<file path="config.mk">
export PLATFORM = sky130hd
export DESIGN_NAME = prbs_lock_mon
export DESIGN_NICKNAME = d
export VERILOG_FILES = /design/src/rtl/prbs_pkg.sv /design/src/rtl/prbs_lock_mon.sv
export SDC_FILE = /design/constraint.sdc
export NUM_CORES = 1
export LEC_CHECK = 0
export BUFFER_PORTS_ARGS = -buffer_cell sky130_fd_sc_hd__buf_4
export CAP_MARGIN = 0
export CORE_AREA = 2 2 39 41
export DETAILED_ROUTE_END_ITERATION = 8
export DIE_AREA = 0 0 41 43
export HOLD_SLACK_MARGIN = 0.12
export PLACE_DENSITY = 0.56
export RECOVER_POWER = 25
export SYNTH_ARGS = -nofsm -noshare
export SYNTH_HDL_FRONTEND = slang
export SYNTH_SLANG_ARGS = --single-unit
</file>
<file path="constraint.sdc">
create_clock -name clk -period 3.3 [get_ports clk]
set_input_delay 0 -clock clk [delete_from_list [all_inputs] [get_ports clk]]
set_output_delay 0 -clock clk [all_outputs]
set_load 0.01 [all_outputs]
</file>
<file path="src/rtl/prbs_pkg.sv">
// Purpose: shared PRBS-26 definitions: checker FSM states, register length, feedback taps, predictor.
// Latency: none (types, constants and one combinational helper).
// Backpressure: not applicable.
package prbs_pkg;

   typedef enum logic {
      HUNT  = 1'b0,
      CHECK = 1'b1
   } state_t;

   localparam int PRBS_WIDTH = 26;

   // Feedback taps of x^26+x^6+x^2+x+1, as delays: b[n] depends on b[n-TAP].
   localparam int TAP_A = 20;
   localparam int TAP_B = 24;
   localparam int TAP_C = 25;
   localparam int TAP_D = 26;

   // History is kept newest-first: h[k-1] holds b[n-k].
   function automatic logic prbs_next(input logic [PRBS_WIDTH-1:0] h);
      return h[TAP_A-1] ^ h[TAP_B-1] ^ h[TAP_C-1] ^ h[TAP_D-1];
   endfunction

endpackage

</file>
<file path="src/rtl/prbs_lock_mon.sv">
// Purpose: loss-of-lock monitor; counts checked bits and errors per fixed window.
// Latency: lose_lock is combinational on the errored bit that reaches the threshold.
// Backpressure: none; only counts on cycles where a bit is actually checked.
import prbs_pkg::*;

module prbs_lock_mon #(
   parameter int WINDOW      = 64,
   parameter int LOSS_THRESH = 8
) (
   input  logic clk,
   input  logic rst,
   input  logic check_bit,
   input  logic mismatch,
   output logic lose_lock
);

   localparam int WC_W = $clog2(WINDOW + 1);
   localparam int EC_W = $clog2(LOSS_THRESH + 1);

   logic [WC_W-1:0] win_cnt;
   logic [EC_W-1:0] win_err;
   logic            win_end;

   assign win_end   = (win_cnt == WC_W'(WINDOW - 1));
   assign lose_lock = check_bit && mismatch && (win_err == EC_W'(LOSS_THRESH - 1));

   // Window bit/error counters; both restart at a window boundary or when lock is dropped.
   always_ff @(posedge clk) begin
      if (rst) begin
         win_cnt <= '0;
         win_err <= '0;
      end else if (check_bit) begin
         if (lose_lock || win_end) begin
            win_cnt <= '0;
            win_err <= '0;
         end else begin
            win_cnt <= win_cnt + WC_W'(1);
            if (mismatch) begin
               win_err <= win_err + EC_W'(1);
            end
         end
      end
   end

endmodule

</file>
==> Flow_metrics.wiki, run 1 <==
{| class="wikitable"
! Metric !! Value
|-
| Maximum number of buffers from clock root to sink || 2
|-
| Horizontal die dimension || 41 um
|-
| Element type at the critical path start || register
|-
| Final count of pins violating max slew || 0
|-
| Status || completed
|-
| Internal cell power || between 0.15 and 0.2 mW
|-
| Antenna diodes || 0
|-
| Standard cell with the maximum stage delay on the critical path || dfxtp_1
|-
| Number of buffer and inverter stages on the critical path || 0
|-
| Clock tree skew after final layout || slightly below 7 ps
|-
| Worst Setup End Kind || register
|-
| Initial DRT Pass Iterations || 4
|-
| Clock-pin transition on the worst setup and hold timing paths || about 70 ps
|-
| Sum of internal, switching and leakage power || ~0.25 mW
|-
| Average wire per cell in the routed design || between 10 and 15 um
|-
| Row count || 14
|-
| Post-route fraction of the period consumed by the critical path || about 48%
|-
| Clock latency reported for the late side of the worst-skew pair || between 200 and 300 ps
|-
| Wire length of the first global-routing pass || around 1500 um
|-
| Initial core utilization || between 30% and 40%
|-
| Most area-consuming cells after synthesis || dfxtp_1 43%, nor2_1 7.2%, xor2_1 5.1%
|-
| Met1 Resource Use GR || 18.42%
|-
| Clk network pwr share || 35.7%
|-
| Number of cells on the critical path || 5
|-
| Hold violation count in the final report || 0
|-
| Library cell with the highest instance count after synthesis || dfxtp_1
|-
| Critical Setup Path Class || reg2reg
|-
| Start point of the worst hold path || mismatch
|-
| Total of flip-flops plus latches after synthesis || 11
|-
| Clock buffers created by TritonCTS || 3
|-
| Pwr Density || 427.7 nW/um^2
|-
| Final design area excluding fillers || 586.8 um^2
|-
| M3 GR Usage || ~3.1%
|-
| GRT met2 Usage || 15.31%
|-
| Vias in the first global route || between 300 and 400
|-
| Core area || around 1400 um^2
|-
| Cell count of the worst reg-to-reg path || 5
|-
| Tightest slew margin relative to the limit || between 70 and 80%
|-
| Fraction of layout cells with a size suffix above 1 || approximately 16%
|-
| Worst Tran Pin Value || 360.0 ps
|-
| EDFF count, synth || 0
|-
| Fraction of power consumed by sequential logic || 55.8%
|-
| Worst slack at placement || around 1900 ps
|-
| Yosys top cell by area || dfxtp_1
|-
| Clk sinks || 11
|-
| Number of cells in the finished layout apart from fillers || just under 80
|-
| Total negative slack for setup checks || 0 ps
|-
| Maximum number of pins on one net before global-route repair || 11
|-
| Dominant synthesized flop cell || dfxtp_1
|-
| Critical Path Fanout Max || 4
|-
| 1st-iter DRT viols || 4
|-
| Net count after synthesis || 59
|-
| Maximum clock frequency || 637.8 MHz
|-
| Fraction of synthesized cell area taken by the top area cell type || 42.51%
|-
| Count of input and output buffers || 4
|-
| Share of synthesized area occupied by flip-flops and latches || a little over two fifths
|-
| Min-Delay Path Depth || 3
|-
| Buffer type at the clock tree root || clkbuf_4
|-
| Mean post-synth cell area || about 10 um^2
|-
| Routed Wire Length || 876 um
|-
| Number of nets still failing antenna checks after routing || 0
|-
| GRT busiest layer || met1
|-
| Final worst path period need || around 1600 ps
|-
| Vias || 402
|-
| Delay of the slowest cell on the worst path || roughly 360 ps
|-
| Half-perimeter wire length after placement || roughly 620 um
|-
| Number of max-cap violations || 0
|-
| R2r startpoint || win_err[0]
|-
| Antenna violations before repair || 0
|-
| Switch share || roughly 22%
|-
| Total global routing track utilization || 13.04%
|-
| Drt drc || 0
|-
| Share of power burned in combinational logic || under 10%
|-
| Final number of setup-violating endpoints || 0
|-
| Arrival time of the worst setup path || approximately 1700 ps
|-
| Reg2reg setup slack || ~1700 ps
|-
| Hold worst-path end || win_err[2]
|-
| Gr ovfl total || 0
|-
| Layout net count || 69
|-
| Vert. Die Dim || 43 um
|-
| Most instantiated cells after synthesis || 11 x dfxtp_1, 10 x nor2_1, 4 x nand2_1
|-
| H-Tree Depth || 1
|-
| Leakage || approximately 0.23 nW
|-
| Final weighted congestion in routability-driven placement || between 0.7 and 0.8
|-
| Hold WC Path Type || in2reg
|-
| Total I/O pin count || 5
|-
| Die area || between 1500 and 2000 um^2
|-
| Family with the most delay on the worst path || compound AO/OA/AOI/OAI gates
|-
| Required time of the worst setup path || 3460 ps
|-
| TritonCTS clock tree || built
|-
| Mean number of vias per cell || 5.154
|-
| Worst supply voltage drop on vdd || approximately 0.00018 V
|-
| Cell variety after synth || 26
|-
| Endpoint of the worst register-to-register path || win_err[3]
|-
| Share of flip-flops with an asynchronous set or reset || 0%
|-
| Unrepaired setup endpoints after global routing || false
|-
| Fill cells || 145
|-
| Netlist area before placement || 518.0 um^2
|-
| Gate Count Post-Synth || 53
|-
| Synth warnings || 0
|-
| P&R area growth vs syn || 13.29%
|-
| Dpl cells || 72
|-
| Final WS setup || 1732 ps
|-
| Area post-placement || approximately 560 um^2
|-
| Reported net switching power || between 0.05 and 0.06 mW
|-
| Cell-by-cell listing of the critical path || ha_1 -> nand4_1 -> o22ai_1 -> nor2_1 -> a211o_2
|}
how the worst max path moves through the flow:
stage	start	slack, ps	to
6_report	win_err[0]	1730	win_err[3]
5_1_grt	win_err[1]	1600	win_err[3]
4_1_cts	win_cnt[0]	1850	win_err[3]
3_5_place_dp	win_cnt[0]	1860	win_err[3]
3_3_place_gp	win_cnt[0]	1880	win_err[3]
2_1_floorplan	win_cnt[0]	1940	win_err[3]
cells in the final DEF (no fill, tap or decap), drive strengths merged, types with 2 or more instances in the layout:
cell type	n
nand2	5
dfxtp	11
clkbuf	5
buf	3
nor2	10
xor2	3
dlygate4sd3	2
nand4	3
xnor2	2
ha	2
worst register-to-register path: cells and delay by family (launching register included):
kind / cells / cell delay, ps
adder cells (fa/ha/maj): 1 / 200
AO/OA/AOI/OAI: 2 / 650
AND/OR/NAND/NOR: 2 / 250
flip-flops: 1 / 360
power groups by stage:
stage | Sequential (mW) | Combinational, mW | Clock, mW
after floorplan | 0.143 | 0.0144 | 0
after global placement | 0.143 | 0.0200 | 0
after detailed placement | 0.143 | 0.0197 | 0
after CTS | 0.140 | 0.0216 | 0.0945
after global routing | 0.140 | 0.0237 | 0.100
final | 0.140 | 0.0214 | 0.0895
sequential cells by signal (all words and copies together) (netlist names):
| register | flops |
|---|---|
| win_err | 4 |
| win_cnt | 7 |
cell families (layout without fill, tap and decap cells):
family                   after synthesis  in the layout  share of synthesized area [%]
flip-flops                            11             11                          42.51
XOR/XNOR                               5              5                          8.456
buffers and inverters                  1             10                          2.174
multiplexers                           2              2                          4.106
AND/OR/NAND/NOR                       25             25                          26.57
adder cells (fa/ha/maj)                2              2                          4.830
AO/OA/AOI/OAI                          7              7                          11.35
per-layer routing:
layer	vias up	routed length, um
met1	186	469
li1	210	-
met5	-	0
met4	0	17
met2	4	360
met3	2	29
layout make-up:
cell class / count / area [um^2] / area share (%)
Multi-Input combinational cell: 41 / 274.0 / 46.70
Timing Repair Buffer: 6 / 46.29 / 7.889
Clock buffer: 4 / 26.28 / 4.478
Tap cell: 16 / 20.02 / 3.412
Sequential cell: 11 / 220.2 / 37.53
stage by stage:
stage	hold WS (ps)	util, %
3_5_place_dp	225.2	40.24
5_1_grt	245.9	42.41
4_1_cts	178.4	43.58
2_1_floorplan	76.74	-
6_report	202.3	42.41
3_3_place_gp	222.3	40.24
timing repair:
item,4_1_cts,5_1_grt
hold buffers,2,0
resized for setup,0,0
hold endpoints to repair,5,0
buffers inserted,0,0
Note: power is estimated with default switching activity, not from simulation.
==> run 2: changes to the inputs <==
Settings changed: PLACE_DENSITY 0.56 to 0.58.
Clock period 3.3 ns to 1.3 ns, I/O delays scaled along.
==> Flow_metrics.wiki, run 2 (synthesized netlist as in run 1, its figures left out) <==
{| class="wikitable"
! Metric !! Value
|-
| Element type at the critical path start || register
|-
| TritonCTS clock tree || built
|-
| Buffer type at the clock tree root || clkbuf_4
|-
| Total global routing track utilization || about 15%
|-
| Layout net count || 79
|-
| Half-perimeter wire length after placement || 759.4 um
|-
| Vias || approximately 440
|-
| Clock-pin transition on the worst setup and hold timing paths || about 70 ps
|-
| Final hold slack || around 150 ps
|-
| Clk sinks || 11
|-
| Dpl cells || 80
|-
| Min-Delay Path Depth || 4
|-
| Number of cells in the finished layout apart from fillers || 88
|-
| Critical Path Fanout Max || 3
|-
| Status || finished, violations left
|-
| Number of max-cap violations || 0
|-
| Multi-input gate area in the final layout || approximately 360 um^2
|-
| Fraction of layout cells with a size suffix above 1 || approximately 46%
|-
| Pwr Density || around 890 nW/um^2
|-
| Final WS setup || -113.9 ps
|-
| Hold worst-path end || win_cnt[2]
|-
| Total I/O pin count || 5
|-
| Final worst path period need || between 1000 and 1500 ps
|-
| Wire length of the first global-routing pass || 1745 um
|-
| Clock buffers created by TritonCTS || 3
|-
| Final design area excluding fillers || 757.0 um^2
|-
| Clock latency reported for the late side of the worst-skew pair || ~260 ps
|-
| Unrepaired setup endpoints after global routing || true
|-
| Hold WC Path Type || in2reg
|-
| Drt drc || 0
|-
| Horizontal die dimension || slightly above 40 um
|-
| Tightest slew margin relative to the limit || 81.47%
|-
| R2r startpoint || win_cnt[1]
|-
| 1st-iter DRT viols || 3
|-
| Vias in the first global route || between 400 and 500
|-
| Critical Setup Path Class || reg2reg
|-
| Count of input and output buffers || 4
|-
| Initial DRT Pass Iterations || 5
|-
| H-Tree Depth || 1
|-
| Post-route fraction of the period consumed by the critical path || 108.8%
|-
| Registers with the most flip-flops || win_cnt x7, win_err x4
|-
| Endpoint of the worst register-to-register path || win_err[3]
|-
| Most common cell after layout, fill and taps aside || buf_4
|-
| Mean number of vias per cell || 5.023
|-
| Delay of the slowest cell on the worst path || between 300 and 400 ps
|-
| Cell count of the worst reg-to-reg path || 5
|-
| Number of nets still failing antenna checks after routing || 0
|-
| Cell-by-cell listing of the critical path || ha_4 -> nand4b_1 -> o21bai_1 -> a21oi_2 -> a211o_2
|-
| Antenna diodes || 0
|-
| Clk network pwr share || about 34%
|-
| Initial core utilization || about 37%
|-
| Utilization after layout || 54.70%
|-
| Family with the most delay on the worst path || compound AO/OA/AOI/OAI gates
|-
| Area occupied by registers || about 230 um^2
|-
| Internal cell power || between 0.5 and 0.6 mW
|-
| Sum of internal, switching and leakage power || a little under 0.7 mW
|-
| Final number of setup-violating endpoints || 4
|-
| Standard cell with the maximum stage delay on the critical path || dfxtp_2
|-
| Most used cells in the layout excluding fill and tap cells || 13 x buf_4, 8 x nor2_1, 7 x dfxtp_1
|-
| Gr ovfl total || 0
|-
| Vert. Die Dim || around 43 um
|-
| Die area || around 1800 um^2
|-
| Number of buffer and inverter stages on the critical path || 0
|-
| Worst supply voltage drop on vdd || around 0.00047 V
|-
| Start point of the worst hold path || check_bit
|-
| Maximum number of pins on one net before global-route repair || 10
|-
| Antenna violations before repair || 0
|-
| Final count of pins violating max slew || 0
|-
| Violated checks || setup timing
|-
| Worst Setup End Kind || register
|-
| Reported net switching power || between 0.15 and 0.2 mW
|-
| Number of flip-flops in the largest register || 7
|-
| Average wire per cell in the routed design || around 13 um
|-
| Row count || 14
|-
| Area post-placement || roughly 650 um^2
|-
| Maximum number of buffers from clock root to sink || 2
|-
| Fill cells || about 140
|-
| Clock tree skew after final layout || approximately 0.66 ps
|-
| P&R area growth vs syn || 46.14%
|-
| Worst slack at placement || -73.79 ps
|-
| Total negative slack for setup checks || -364.9 ps
|-
| Maximum clock frequency || 707.3 MHz
|-
| Share of power burned in combinational logic || around an eighth
|-
| Fraction of power consumed by sequential logic || ~53%
|-
| Switch share || between 20% and 30%
|-
| Final weighted congestion in routability-driven placement || between 0.6 and 0.7
|-
| Reg2reg setup slack || -110 ps
|-
| Required time of the worst setup path || ~1500 ps
|-
| Routed Wire Length || 1129 um
|-
| Leakage || between 0.2 and 0.3 nW
|-
| Worst Tran Pin Value || between 200 and 300 ps
|-
| Hold violation count in the final report || 0
|-
| Largest register by flop count || win_cnt
|-
| Core area || 1384 um^2
|-
| Arrival time of the worst setup path || ~1600 ps
|}
run 2: worst max path at each step:
stage,startpoint,end,slack (ps),depth (start not counted)
2_1_floorplan,win_err[1],win_err[3],20,5
4_1_cts,win_cnt[1],win_err[3],-50,5
5_1_grt,win_cnt[1],win_err[2],-210,6
3_3_place_gp,win_cnt[1],win_err[3],-70,5
6_report,win_cnt[1],win_err[3],-110,5
3_5_place_dp,win_cnt[1],win_err[3],-70,5
run 2: power by group through the flow:
stage          Sequential [mW]  Combinational (mW)  Clock [mW]
2_1_floorplan            0.368              0.0390           0
3_3_place_gp             0.366              0.0719           0
3_5_place_dp             0.367              0.0737           0
4_1_cts                  0.359              0.0833       0.238
5_1_grt                  0.360              0.0997       0.252
6_report                 0.359              0.0891       0.227
run 2: what timing repair did:
item / CTS / global route
buffers inserted: 1 / 1
setup endpoints to repair: 4 / 11
gates resized for setup: 2 / 8
hold buffers: 2 / 0
cloned: 0 / 0
hold endpoints to repair: 4 / 0
pin swaps: 1 / 2
run 2: cell type report:
| cell class | instances | share of cell area (%) |
|---|---|---|
| Tap cell | 16 | 2.645 |
| Multi-Input combinational cell | 41 | 47.11 |
| Timing Repair Buffer | 16 | 17.02 |
| Clock buffer | 4 | 3.471 |
| Sequential cell | 11 | 29.75 |
run 2: per-layer routing:
layer	vias up	routed length [um]	track usage, %
li1	230	-	-
met1	205	526	18.18
met2	5	548	22.50
met3	2	43	4.712
met4	0	11	8.000
met5	-	0	0
run 2: worst reg2reg max path, delay by kind of cell, from the launching register on:
| family | cells | cell delay (ps) |
|---|---|---|
| AND/OR/NAND/NOR | 1 | 120 |
| flip-flops | 1 | 350 |
| AO/OA/AOI/OAI | 3 | 700 |
| adder cells (fa/ha/maj) | 1 | 130 |
